<file path="src/rtl/decoder_3to8_sync.sv">
`default_nettype none
// ============================================================================
// Module   : decoder_3to8_sync
// Brief    : Registered 3-to-8 one-hot decoder with enable and selectable
//            output polarity; valid is a registered copy of the enable.
// Revision : 1.0 - initial release
// ============================================================================
module decoder_3to8_sync #(
    parameter bit OUT_ACTIVE_LOW = 1'b0
) (
    input  logic       clk,
    input  logic       rst,
    input  logic       en,
    input  logic [2:0] in,
    output logic [7:0] out,
    output logic       valid
);

    localparam logic [7:0] c_INACTIVE = OUT_ACTIVE_LOW ? 8'hFF : 8'h00;

    logic [7:0] w_onehot;
    logic [7:0] w_out_next;
    logic [7:0] r_out;
    logic       r_valid;

    generate
        for (genvar k = 0; k < 8; k++) begin : g_bit
            assign w_onehot[k] = en && (in == 3'(k));
        end
    endgenerate

    // Polarity is applied before the register so the flops drive the pins.
    assign w_out_next = OUT_ACTIVE_LOW ? ~w_onehot : w_onehot;

    always_ff @(posedge clk) begin
        if (rst) begin
            r_out   <= c_INACTIVE;
            r_valid <= 1'b0;
        end else begin
            r_out   <= w_out_next;
            r_valid <= en;
        end
    end

    assign out   = r_out;
    assign valid = r_valid;

endmodule
`default_nettype wire

</file>
<file path="config.mk">
export PLATFORM = sky130hd
export DESIGN_NAME = decoder_3to8_sync
export DESIGN_NICKNAME = d
export VERILOG_FILES = /design/src/rtl/decoder_3to8_sync.sv
export SDC_FILE = /design/constraint.sdc
export NUM_CORES = 1
export LEC_CHECK = 0
export CORE_AREA = 2 2 39 41
export CTS_CLUSTER_SIZE = 24
export DETAILED_ROUTE_END_ITERATION = 8
export DIE_AREA = 0 0 41 43
export DONT_BUFFER_PORTS = 1
export MAX_ROUTING_LAYER = met4
export PLACE_DENSITY_LB_ADDON = 0.05
export SYNTH_ARGS = -nofsm -noshare
export SYNTH_HDL_FRONTEND = slang
export SYNTH_SLANG_ARGS = --single-unit
</file>
<file path="constraint.sdc">
create_clock -name clk -period 0.8 [get_ports clk]
set_input_delay 0.12 -clock clk [delete_from_list [all_inputs] [get_ports clk]]
set_output_delay 0.12 -clock clk [all_outputs]
set_load 0.05 [all_outputs]
</file>
Word level (Yosys, flattened, before mapping)
Cells that the tools add are included.
{"block": "totals", "inputBits": 6, "wordCells": 18, "ff_bits": 9}
{"block": "classes", "n_eq_ne": 7, "reduce_logical": 9}
{"op": "3-bit equality test (second input constant)", "count": 4}
{"op": "1-bit logical AND", "count": 8}
{"op": "3-bit by 2-bit equality test with 1-bit output (second input constant)", "count": 2}
{"op": "3-bit by 1-bit equality test with 1-bit output (second input constant)", "count": 1}
{"op": "3-bit zero test", "count": 1}

Longest topological paths before layout
Gate-level depths: netlist of the first run.
{"block": "depth", "depth_word": 2, "ltp_mapped": 2}

Worst setup path after synthesis of the first run
Ideal clock, no wire load.
{"block": "synth_timing", "path_kind": "register -> output", "startpoint": "reg r_out[0], in the netlist out[0]", "endpoint": "out out[0]", "path_stages_with_launch": 1, "arrival_ns": 0.587, "required_time_ns": 0.680, "slack_ns": 0.093, "path_buffers": 0, "cell_sequence": "dfxtp_1"}
{"element": "start, declared", "line": "23", "text": "logic [7:0] r_out;"}
{"element": "start signal, assigned", "line": "37", "text": "r_out <= c_INACTIVE;"}
{"element": "start signal, assigned", "line": "40", "text": "r_out <= w_out_next;"}
{"element": "end, declared", "line": "15", "text": "output logic [7:0] out,"}
No word-level cell between the ends.

Worst setup path in the final report of the first run
{"block": "layout_timing", "startpoint": "reg r_out[1], in the netlist out[1]", "endpoint": "out out[1]"}
No word-level cell between the ends.

==> results of run 1 <==
-- cell usage after synthesis --
library cell  count  area (um2)
dfxtp_1           9         180
nor2_1            6        22.5
nor2b_1           1        6.26
nor3_1            1        5.00
nand2_1           1        3.75
nor3_2            1        10.0
nand2b_1          2        12.5
or3b_4            1        11.3
nand3b_1          1        7.51
-- timing repair --
item	4_1_cts	5_1_grt
pin swaps	0	0
resized for setup	9	0
endpoints found under the hold margin	5	0
hold buffers	4	0
setup endpoints to repair	9	9
-- power breakdown --
part / switching, W / internal, W
Combinational: 0.0000524 / 0.0000590
Clock: 0.000164 / 0.000184
Sequential: 0.00000718 / 0.000459
Total: 0.000223 / 0.000703
-- registers in the layout (all words and copies together) (netlist names) --
| register | count |
|---|---|
| out | 8 |
| valid | 1 |
-- final cells by class --
cell class	count	share of cell area [%]
flip-flops and latches	9	35.6
clock buffers	3	4.19
repair buffers	13	40.9
well taps	16	3.72
multi-input cells	14	14.7
clock inverters	1	0.930
-- worst min path at each step --
stage	startpoint	endpoint	slack (ps)	cells past startpoint
final	in[1]	out[3]$_SDFF_PP0_	6	2
after global routing	in[1]	out[7]$_SDFF_PP0_	20	2
after CTS	in[1]	out[3]$_SDFF_PP0_	2	2
after detailed placement	in[1]	out[0]$_SDFF_PP0_	190	1
after global placement	rst	valid$_SDFF_PP0_	190	1
after floorplan	in[1]	out[0]$_SDFF_PP0_	190	1
-- placed cells by master (no fill, tap or decap) --
cell type      netlist  routed
dfxtp_2              0       9
buf_12               0       9
nor2_1               6       6
dlygate4sd3_1        0       4
clkbuf_4             0       3
nand2b_1             2       2
nand3b_1             1       1
nor3_1               1       1
or3b_4               1       1
nand2_1              1       1
nor3_2               1       1
nor2b_1              1       1
clkinv_2             0       1
-- cells by family after synthesis --
logic type       share of synthesized area (%)
DFF                                       69.6
and+or+nand+nor                           30.4
-- per-layer routing --
| metal | share of wire (%) | track usage (%) | vias to the layer above |
|---|---|---|---|
| met5 | 0 | - | - |
| met4 | 0.79 | 8.00 | 0 |
| met3 | 11 | 4.19 | 2 |
| met2 | 43 | 8.75 | 11 |
| met1 | 45 | 9.87 | 83 |
| li1 | - | - | 107 |
-- stage by stage --
stage	total power [W]	hold WS (ps)	utilization, %	setup TNS (ps)	cell area (um2)
global route	0.000963	18.2	38.9	-643	538
CTS	0.000938	2.36	38.9	-521	538
floorplan	0.000522	189	-	0	259
global placement	0.000568	194	33.2	0	459
detailed placement	0.000568	194	33.2	0	459
finish	0.000926	5.68	38.9	-432	538
==> impl_metrics.py, run 1 <==
metrics = {
    "timing": {
        "period_needed_ps": 853,
        "finalSetupViolCount": 9,
        "slew_headroom_pct": 88.3,
        "slew_viol_final": 0,
        "fin_ws_ps": -52.7,
        "hold_viol_final": 0,
        "min_period_over_period_pct": 107,
        "fmax_ghz": 1.17,
        "rsz0062_at_grt": "yes",
        "tightest_slew_ps": 174,
    },
    "final_layout": {
        "syn2layout_area_growth_pct": 108,
        "multiInputGateArea_um2": 78.8,
        "sequential_cell_area_um2": 191,
        "layout-drive-gt1-share_pct": 60.0,
        "num-nets-final": 47,
        "fillers": 133,
        "stdcell_count": 56,
        "antenna_cells": 0,
    },
    "status": {
        "violations": "negative setup slack",
        "status": "finished, violations left",
    },
    "floorplan": {
        "start_util_pct": 18.7,
        "die_h_um": 43,
        "coreArea_um2": 1380,
        "boundaryPins": 15,
        "die_area_um2": 1760,
        "chipWidth_um": 41,
        "row_count": 14,
    },
    "synthesis": {
        "synth_area_per_cell_um2": 11.3,
        "syn_area_um2": 259,
        "synthesis.nets": 29,
        "netlist_instances": 23,
        "yosysWarnings": 0,
        "synth_seq_cells": 9,
        "yosysUniqueCellTypes": 9,
        "synth_seq_area_share_pct": 69.6,
    },
    "worst_setup_path": {
        "slowest_delay_ps": 340,
        "crit_type": "flop to output pin",
        "critPathTopFamily": "flip-flops",
        "cp_max_fo": 1,
        "slowest_stage": "dfxtp_2",
        "critPathLaunchType": "flop",
        "critPathRequiredTime_ps": 680,
        "path_depth": 1,
        "crit_end": "out[1]",
        "path_buf_inv": 1,
        "critical_path.endpoint_type": "output pin",
        "path_cells": "buf_12",
        "worst_ep_arrival_time_ps": 730,
        "startpoint": "out[1]$_SDFF_PP0_",
    },
    "clocking": {
        "cts_tree": "yes",
        "htree_num_levels": 1,
        "clockBufferDepth": 2,
        "clk_pin_slew_ps": 60,
        "post_cts_buffers": 0,
        "root_buffer": "clkbuf_4",
        "numClockSinks": 9,
        "cts_buffers": 3,
    },
    "global_route": {
        "grt_pass1_vias": 219,
        "grtUsageTotal_pct": 8.08,
        "grt_max_degree": 7,
        "grt_overflow_total": 0,
        "grt_antenna_before_repair": 0,
        "grt_pass1_wl_um": 841,
    },
    "route": {
        "wire_per_inst_um": 9.09,
        "avgViaCountPerCell": 3.63,
        "drtIter0Drc": 1,
        "route.detailed.drc": 0,
        "vias": 203,
        "dr.pass1.iters": 2,
        "drt_wl_total_um": 509,
        "postRouteAntennaNets": 0,
    },
    "placement": {
        "io_buffers": 0,
        "gp_congestion": 0.626,
        "dp.cells": 48,
        "pre_cts_ws_ps": 86.1,
    },
    "power_and_ir_drop": {
        "leakage_nw": 0.210,
        "peakVddDrop_uv": 1010,
        "powerDensity_nw_per_um2": 1720,
    },
    "worst_hold_path": {
        "min_path_type": "primary input to flop",
    },
    "run": {
        "maxCapViolCount": 0,
    },
}
Power figures use the tool's default switching activity.
==> run 2: changes to the inputs <==
--- a/config.mk
+++ b/config.mk
@@ -12,6 +12,7 @@
 export DONT_BUFFER_PORTS = 1
 export MAX_ROUTING_LAYER = met4
 export PLACE_DENSITY_LB_ADDON = 0.05
+export SLEW_MARGIN = 10
 export SYNTH_ARGS = -nofsm -noshare
 export SYNTH_HDL_FRONTEND = slang
 export SYNTH_SLANG_ARGS = --single-unit
==> results of run 2 <==
Same layout as run 1: the final DEF is identical, and so are final timing and power.
==> run 3: changes to the inputs <==
--- a/config.mk
+++ b/config.mk
@@ -5,10 +5,10 @@
 export SDC_FILE = /design/constraint.sdc
 export NUM_CORES = 1
 export LEC_CHECK = 0
-export CORE_AREA = 2 2 39 41
+export CORE_AREA = 4 4 41 43
 export CTS_CLUSTER_SIZE = 24
 export DETAILED_ROUTE_END_ITERATION = 8
-export DIE_AREA = 0 0 41 43
+export DIE_AREA = 0 0 45 47
 export DONT_BUFFER_PORTS = 1
 export MAX_ROUTING_LAYER = met4
 export PLACE_DENSITY_LB_ADDON = 0.05
==> run 3 against run 2 <==
Compared with the run above:
- the run still ends with negative setup slack left
- clock-buffer cell count rose by 1
- clock power fell by 3%
- total power fell by 1.2%
- sequential power barely moved
- via count rose by 4.9%
- non-clock buffer count did not move
- first-iteration DRC count fell by 100%
- routed wire length rose by 5.7%
- hold slack got worse by 0.88 ps
- sequential cell count did not move
==> impl_metrics.py, run 3 (synthesis results as in run 1) <==
metrics = {
    "clocking": {
        "cts_tree": "yes",
        "clockBufferDepth": 2,
        "numClockSinks": 9,
        "root_buffer": "clkbuf_4",
        "clk_pin_slew_ps": 60,
        "htree_num_levels": 1,
        "cts_buffers": 3,
    },
    "worst_setup_path": {
        "critical_path.endpoint_type": "output pin",
        "slowest_stage": "dfxtp_2",
        "path_cells": "buf_12",
        "worst_ep_arrival_time_ps": 730,
        "critPathTopFamily": "flip-flops",
        "critPathRequiredTime_ps": 680,
        "cp_max_fo": 1,
        "path_buf_inv": 1,
        "critPathLaunchType": "flop",
        "path_depth": 1,
        "slowest_delay_ps": 340,
        "crit_type": "flop to output pin",
    },
    "worst_hold_path": {
        "hold_start": "in[0]",
        "min_path_cells": 2,
        "min_path_type": "primary input to flop",
        "holdPathEnd": "out[1]$_SDFF_PP0_",
    },
    "timing": {
        "hold_viol_final": 0,
        "finalSetupViolCount": 9,
        "slew_viol_final": 0,
        "fin_ws_ps": -49.2,
        "period_needed_ps": 849,
        "fmax_ghz": 1.18,
        "rsz0062_at_grt": "yes",
        "tightest_slew_ps": 169,
        "min_period_over_period_pct": 106,
        "slew_headroom_pct": 88.7,
        "fin_setup_tns_ps": -382,
    },
    "route": {
        "route.detailed.drc": 0,
        "drtIter0Drc": 0,
        "drt_wl_total_um": 538,
        "postRouteAntennaNets": 0,
        "wire_per_inst_um": 9.78,
        "dr.pass1.iters": 1,
        "vias": 213,
        "avgViaCountPerCell": 3.87,
    },
    "global_route": {
        "grt_pass1_wl_um": 765,
        "grt_overflow_total": 0,
        "grt_max_degree": 6,
        "grt_pass1_vias": 217,
        "grt_antenna_before_repair": 0,
        "grtUsageTotal_pct": 6.05,
    },
    "power_and_ir_drop": {
        "swShare_pct": 22.4,
        "comb_power_share_pct": 12.2,
        "powerDensity_nw_per_um2": 1710,
        "leakage_nw": 0.207,
        "p_seq_share_pct": 51.0,
        "p_sw_w": 0.000205,
        "intPower_w": 0.000710,
        "report.power.total_w": 0.000915,
        "clkPwrFrac_pct": 36.8,
        "peakVddDrop_uv": 922,
    },
    "floorplan": {
        "chipWidth_um": 45,
        "die_h_um": 47,
        "coreArea_um2": 1300,
        "start_util_pct": 19.9,
        "die_area_um2": 2120,
        "boundaryPins": 15,
        "row_count": 13,
    },
    "final_layout": {
        "num-nets-final": 47,
        "antenna_cells": 0,
        "layout_common_cells": "9 x dfxtp_2, 9 x buf_12, 6 x nor2_1",
        "largest_reg_flops": 8,
        "layout-drive-gt1-share_pct": 57.5,
        "syn2layout_area_growth_pct": 107,
        "fin_util_pct": 41.2,
    },
    "status": {
        "status": "finished, violations left",
        "violations": "negative setup slack",
    },
    "run": {
        "maxCapViolCount": 0,
    },
    "placement": {
        "io_buffers": 0,
        "gp_congestion": 0.687,
    },
}
[run 3: changes by cell type in the layout (fill, tap and decap cells not counted), sizes merged]
cell / change
clkbuf: +1
clkinv: -1
[run 3: power by group through the flow]
stage | Sequential [W] | Combinational (W) | Clock (W)
final | 0.000467 | 0.000111 | 0.000337
after global routing | 0.000467 | 0.000117 | 0.000370
after CTS | 0.000467 | 0.000112 | 0.000351
after detailed placement | 0.000475 | 0.0000931 | 0
after global placement | 0.000475 | 0.0000929 | 0
after floorplan | 0.000503 | 0.0000190 | 0
[run 3: layer usage]
metal / routed length, um / GRT usage, % / up-vias
met2: 242 / 7.34 / 12
met1: 202 / 5.26 / 92
met4: 12 / 10.5 / 0
met3: 80 / 2.68 / 2
met5: 0 / - / -
li1: - / - / 107
[run 3: area by class of cell]
type,count,area [um2]
Fill cell,127,766
Timing Repair Buffer,13,220
Sequential cell,9,191
Multi-Input combinational cell,14,78.8
Clock buffer,4,26.3
Tap cell,15,18.8
[run 3: worst max path at each step]
stage	start	to	slack, ps
after floorplan	out[0]$_SDFF_PP0_	out[0]	90
after global placement	in[2]	out[3]$_SDFF_PP0_	80
after detailed placement	in[2]	out[3]$_SDFF_PP0_	90
after CTS	out[4]$_SDFF_PP0_	out[4]	-60
after global routing	out[5]$_SDFF_PP0_	out[5]	-70
final	out[4]$_SDFF_PP0_	out[4]	-50
[run 3: timing repair]
| action | 4_1_cts | 5_1_grt |
|---|---|---|
| hold buffers | 4 | 0 |
| cloned | 0 | 0 |
| resized for setup | 9 | 0 |
| setup endpoints to repair | 9 | 9 |
| hold endpoints to repair | 5 | 0 |
| buffers inserted | 0 | 0 |
[run 3: per-stage QoR]
step | area [um2] | worst slack [ps] | instances | hold slack (ps)
CTS | 536 | -61.6 | 55 | 0.960
finish | 536 | -49.2 | 55 | 4.80
global route | 536 | -67.8 | 55 | 23.0
floorplan | 259 | 92.7 | 23 | 189
detailed placement | 458 | 87.6 | 47 | 193
global placement | 458 | 75.8 | 47 | 193
